File: config.mk
export PLATFORM = sky130hd
export DESIGN_NAME = corerfd_evtcap
export DESIGN_NICKNAME = d
export VERILOG_FILES = /design/src/rtl/corerfd_evtcap.sv
export SDC_FILE = /design/constraint.sdc
export NUM_CORES = 1
export LEC_CHECK = 0
export ABC_CLOCK_PERIOD_IN_PS = 2300
export CORE_MARGIN = 1
export CORE_UTILIZATION = 40
export DETAILED_ROUTE_END_ITERATION = 8
export DONT_BUFFER_PORTS = 1
export PLACE_DENSITY = 0.64
export SLEW_MARGIN = 20
export SYNTH_ARGS = -nofsm -noshare
export SYNTH_HDL_FRONTEND = slang
export SYNTH_SLANG_ARGS = --single-unit
File: constraint.sdc
create_clock -name clk -period 2.3 [get_ports clk]
set_clock_uncertainty 0.2 [all_clocks]
set_input_delay 0.46 -clock clk [delete_from_list [all_inputs] [get_ports clk]]
set_output_delay 0.46 -clock clk [all_outputs]
set_load 0.05 [all_outputs]
File: src/rtl/corerfd_evtcap.sv
// corerfd_evtcap: counts rising edges of async evt_in per win_end window; ports clk/rst/en/win_end/evt_in/result_ack in, result/result_sat/result_valid/overrun/armed out
module corerfd_evtcap #(
  parameter int CTR_SIZE = 16
) (
  input  logic                clk,
  input  logic                rst,
  input  logic                en,
  input  logic                win_end,
  input  logic                evt_in,
  input  logic                result_ack,
  output logic [CTR_SIZE-1:0] result,
  output logic                result_sat,
  output logic                result_valid,
  output logic                overrun,
  output logic                armed
);
  typedef enum logic [1:0] {IDLE, ARM, COUNT} state_t;
  state_t state;
  logic s1, s2, s3, evt_p, cnt_sat, at_max, cap;
  logic [CTR_SIZE-1:0] cnt, cnt_inc;
  assign at_max = &cnt;
  assign cnt_inc = at_max ? cnt : cnt + CTR_SIZE'(1);
  assign cap = en && state == COUNT && win_end;
  always_ff @(posedge clk or posedge rst)
    if (rst) {s1, s2, s3, evt_p} <= '0;
    else {s1, s2, s3, evt_p} <= {evt_in, s1, s2, s2 & ~s3};
  always_ff @(posedge clk or posedge rst)
    if (rst) begin
      state <= IDLE;
      armed <= 1'b0;
      cnt <= '0;
      cnt_sat <= 1'b0;
      result <= '0;
      result_sat <= 1'b0;
      result_valid <= 1'b0;
      overrun <= 1'b0;
    end else begin
      if (!en) begin
        state <= IDLE;
        armed <= 1'b0;
        cnt <= '0;
        cnt_sat <= 1'b0;
      end else if (state == IDLE) state <= ARM;
      else if (state == ARM) begin
        if (win_end) begin
          state <= COUNT;
          armed <= 1'b1;
        end
      end else if (win_end) begin
        cnt <= '0;
        cnt_sat <= 1'b0;
      end else if (evt_p) begin
        cnt <= cnt_inc;
        cnt_sat <= cnt_sat | at_max;
      end
      // an edge landing on the win_end cycle belongs to the ending window
      if (cap) begin
        result <= evt_p ? cnt_inc : cnt;
        result_sat <= cnt_sat | (evt_p & at_max);
        result_valid <= 1'b1;
        overrun <= result_valid & ~result_ack;
      end else if (result_valid && result_ack) begin
        result_valid <= 1'b0;
        overrun <= 1'b0;
      end
    end
endmodule
==> impl_metrics.tcl <==
set metrics [dict create \
    numCtsBuffers 5 \
    netlist_top_cells_area "sky130_fd_sc_hd__dfrtp_1 48%, sky130_fd_sc_hd__o21ai_0 6.0%, sky130_fd_sc_hd__nand2_1 5.1%" \
    largest_fanout_on_the_critical_path 7 \
    netSwitchingFraction_pct 27.1 \
    number_of_library_cell_types_mapped_by_synthesis 50 \
    clock.fmax_mhz 462 \
    ys_warn_count 0 \
    post_synth_inst_count 225 \
    port_buffers 0 \
    rsz0062_at_grt "false" \
    synth_nets 232 \
    transition_at_the_pin_with_the_smallest_max_transition_slack_ps 752 \
    dpl.hpwl_mm 3.30 \
    yosysTopAreaCell "sky130_fd_sc_hd__dfrtp_1" \
    netlist_area_mm2 0.00226 \
    critical_path_class "register to register" \
    average_footprint_of_a_synthesized_cell_um2 10.1 \
    fp.dieW_um 77.2 \
    dominantRegCellSynth "sky130_fd_sc_hd__dfrtp_1" \
    final_hold_viol_count 0 \
    cp_slowest_stage_delay_ps 420 \
    core_region_area_mm2 0.00547 \
    crit_path_end_kind "register" \
    clock_network_power_share_pct 40.5 \
    worstRegToRegCells 6 \
    route.detailed.drc 0 \
    power_density_mw_per_mm2 701 \
    max-vdd-ir-drop_v 0.000372 \
    drive_above_1_share_pct 12.6 \
    clock-root-buffer "sky130_fd_sc_hd__clkbuf_8" \
    max_cap_viol_count 0 \
    fillerInstances 542 \
    tns_ps 0 \
    floorplan.die_area_mm2 0.00596 \
    multiInputGateArea_mm2 0.00106 \
    hp-class "primary input to register" \
    synth_enable_flop_cells 0 \
    power_frac_comb_pct 6.0 \
    cts.sinks 43 \
    grtUsageTotal_pct 17.0 \
    layout_overhead_on_the_synthesized_area_pct 9.35 \
    period_needed_ps 2160 \
    dr.pass1.iters 4 \
    run_status "complete, no violations" \
    timing.critical_path.from_type "register" \
    rr_startpoint "cnt[1]$_DFFE_PP0P_" \
    clock_latency_ps 300 \
    hold-path-cell-count 1 \
    pwr-share-seq_pct 53.5 \
    dieHeight_um 77.2 \
    leakage_component_of_the_power_nw 1.03 \
    synth_common_cells "43 x sky130_fd_sc_hd__dfrtp_1, 31 x sky130_fd_sc_hd__nand2_1, 27 x sky130_fd_sc_hd__o21ai_0" \
    ys_async_sr_fraction_pct 100 \
    routed-via-count 1668 \
    cp.required_ps 2280 \
    core.rowCount 27 \
    grt_max_degree 25 \
    register_bit_count_reported_by_yosys 43 \
    power.net_switching_mw 0.470 \
    clock_tree.htree_level_count 2 \
    drt_wl_total_mm 4.56 \
    post-route-period-util_pct 94.1 \
    cts_post_setup_buffers_inserted 0 \
    whs_endpoint "overrun$_DFFE_PP0P_" \
    yosysMostFrequentCell "sky130_fd_sc_hd__dfrtp_1" \
    arr_time_crit_path_ps 2150 \
    worstPathBufferInverterCount 0 \
    final_util_pct 45.2 \
    p_int_mw 1.26 \
    cts.clk_slew.worst_paths_ps 90 \
    timing.critical_path.slowest_stage_cell "sky130_fd_sc_hd__dfrtp_1" \
    timing.rr.end "cnt[3]$_DFFE_PP0P_" \
    final-setup-viol-count 0 \
    drt-initial-drc-count 104 \
    relSlewSlack_pct 49.6 \
    start_util_pct 41.3 \
    grt_first_pass_wirelength_mm 7.97 \
    final-max-slew-violation-count 0 \
    gr-total-overflow 0 \
    io-pin-count 26 \
    synth_top_area_share_pct 47.6 \
    critical_path.cell_chain "ha_1 -> and4_1 -> a41oi_4 -> and4_4 -> o21ai_1 -> a22o_1" \
    register_area_mm2 0.00108 \
    tritoncts "done" \
    grt_antenna_before_repair 0 \
    antenna_cells 0 \
    registers_with_the_highest_flip_flop_counts "cnt (16), result (16), state (2)" \
    antenna_violating_nets_post_route 0 \
    routabilityCongestion 0.882 \
    wl_per_cell_um 15.1 \
    number_of_global_route_vias_before_repair 1647 \
    max-clock-path-buffers 2 \
    yosysSeqAreaShare_pct 47.6 \
    internal_reg_to_reg_setup_slack_ps 140 \
    finalNetCount 236 \
    post_drt_via_cell_ratio 5.52 \
    cp_top_family "simple AND/OR/NAND/NOR gates" \
    holdCritStartpoint "result_ack" \
]
## repair_timing
action | CTS | global route
endpoints found under the hold margin | 20 | 0
setup endpoints to repair | 0 | 0
resized for setup | 0 | 0
hold buffers | 2 | 0
## kinds of logic (layout without fill, tap and decap cells)
family | after synthesis | after routing | synth area share, %
buffers and inverters | 19 | 24 | 5.75
AOI/OAI and AO/OA | 71 | 71 | 21.1
xor gates and xnor gates | 8 | 8 | 3.10
muxes | 1 | 1 | 0.442
adders and majority gates | 1 | 1 | 0.553
and+or+nand+nor | 82 | 82 | 21.5
DFF | 43 | 43 | 47.6
## routing by layer
| metal | GRT usage, % | up-vias | wire length, µm |
|---|---|---|---|
| met4 | 7.36 | 0 | 80 |
| met2 | 26.8 | 34 | 2140 |
| met3 | 3.81 | 8 | 217 |
| met5 | 0 | - | 0 |
| met1 | 22.2 | 799 | 2120 |
| li1 | - | 827 | - |
## stage by stage
| step | hold slack (ps) | power [mW] | instance area [µm²] | instances | setup WS [ps] |
|---|---|---|---|---|---|
| 2_1_floorplan | 131 | 1.02 | 2260 | 225 | 231 |
| 3_3_place_gp | 141 | 1.04 | 2320 | 292 | 195 |
| 3_5_place_dp | 137 | 1.05 | 2320 | 292 | 151 |
| 4_1_cts | 27.3 | 1.75 | 2470 | 302 | 141 |
| 5_1_grt | 24.7 | 1.80 | 2470 | 302 | 35.5 |
| 6_report | 38.7 | 1.73 | 2470 | 302 | 136 |
## worst max-delay path by stage
stage	from	end	slack [ps]	cells past startpoint
after global placement	cnt[1]$_DFFE_PP0P_	cnt[3]$_DFFE_PP0P_	200	6
final	cnt[1]$_DFFE_PP0P_	cnt[3]$_DFFE_PP0P_	140	6
after CTS	cnt[1]$_DFFE_PP0P_	cnt[3]$_DFFE_PP0P_	140	6
after global routing	cnt[1]$_DFFE_PP0P_	cnt[3]$_DFFE_PP0P_	40	6
after floorplan	cnt[0]$_DFFE_PP0P_	cnt[3]$_DFFE_PP0P_	230	6
after detailed placement	cnt[1]$_DFFE_PP0P_	cnt[3]$_DFFE_PP0P_	150	6
## layout make-up
| class | instances | share of cell area, % |
|---|---|---|
| Multi-Input combinational cell | 163 | 42.7 |
| Inverter | 6 | 0.910 |
| Clock buffer | 5 | 2.78 |
| Tap cell | 72 | 3.64 |
| Clock inverter | 3 | 2.73 |
| Sequential cell | 43 | 43.5 |
| Timing Repair Buffer | 10 | 3.74 |
## layout by cell type, fill, tap and decap left out, types with 2 or more instances in the layout
| cell | netlist | final |
|---|---|---|
| sky130_fd_sc_hd__o31ai_1 | 3 | 3 |
| sky130_fd_sc_hd__nand3_2 | 2 | 2 |
| sky130_fd_sc_hd__a31oi_1 | 6 | 6 |
| sky130_fd_sc_hd__bufinv_16 | 0 | 2 |
| sky130_fd_sc_hd__nand3_1 | 11 | 11 |
| sky130_fd_sc_hd__dlygate4sd3_1 | 0 | 2 |
| sky130_fd_sc_hd__nor2b_1 | 2 | 2 |
| sky130_fd_sc_hd__a21oi_1 | 11 | 11 |
| sky130_fd_sc_hd__clkbuf_8 | 1 | 5 |
| sky130_fd_sc_hd__and4_1 | 4 | 4 |
| sky130_fd_sc_hd__nand4_1 | 3 | 3 |
| sky130_fd_sc_hd__buf_4 | 1 | 7 |
| sky130_fd_sc_hd__nor4_1 | 3 | 3 |
| sky130_fd_sc_hd__inv_1 | 6 | 5 |
| sky130_fd_sc_hd__a22o_1 | 4 | 4 |
| sky130_fd_sc_hd__xor2_1 | 3 | 3 |
| sky130_fd_sc_hd__a21o_1 | 3 | 3 |
| sky130_fd_sc_hd__o21ai_0 | 27 | 27 |
| sky130_fd_sc_hd__and3_1 | 2 | 2 |
| sky130_fd_sc_hd__o21ai_1 | 5 | 5 |
| sky130_fd_sc_hd__xnor2_1 | 5 | 5 |
| sky130_fd_sc_hd__nand2_1 | 31 | 31 |
| sky130_fd_sc_hd__dfrtp_1 | 43 | 43 |
| sky130_fd_sc_hd__nor2_1 | 10 | 10 |
| sky130_fd_sc_hd__nand3b_1 | 2 | 2 |
| sky130_fd_sc_hd__nand4_4 | 2 | 2 |
## power groups by stage
stage	Clock, mW	Sequential (mW)	Combinational, mW
after global routing	0.749	0.933	0.121
final	0.702	0.927	0.104
after global placement	0	0.943	0.100
after detailed placement	0	0.944	0.102
after CTS	0.720	0.929	0.105
after floorplan	0	0.936	0.0797
Note: power is estimated with default switching activity, not from simulation.
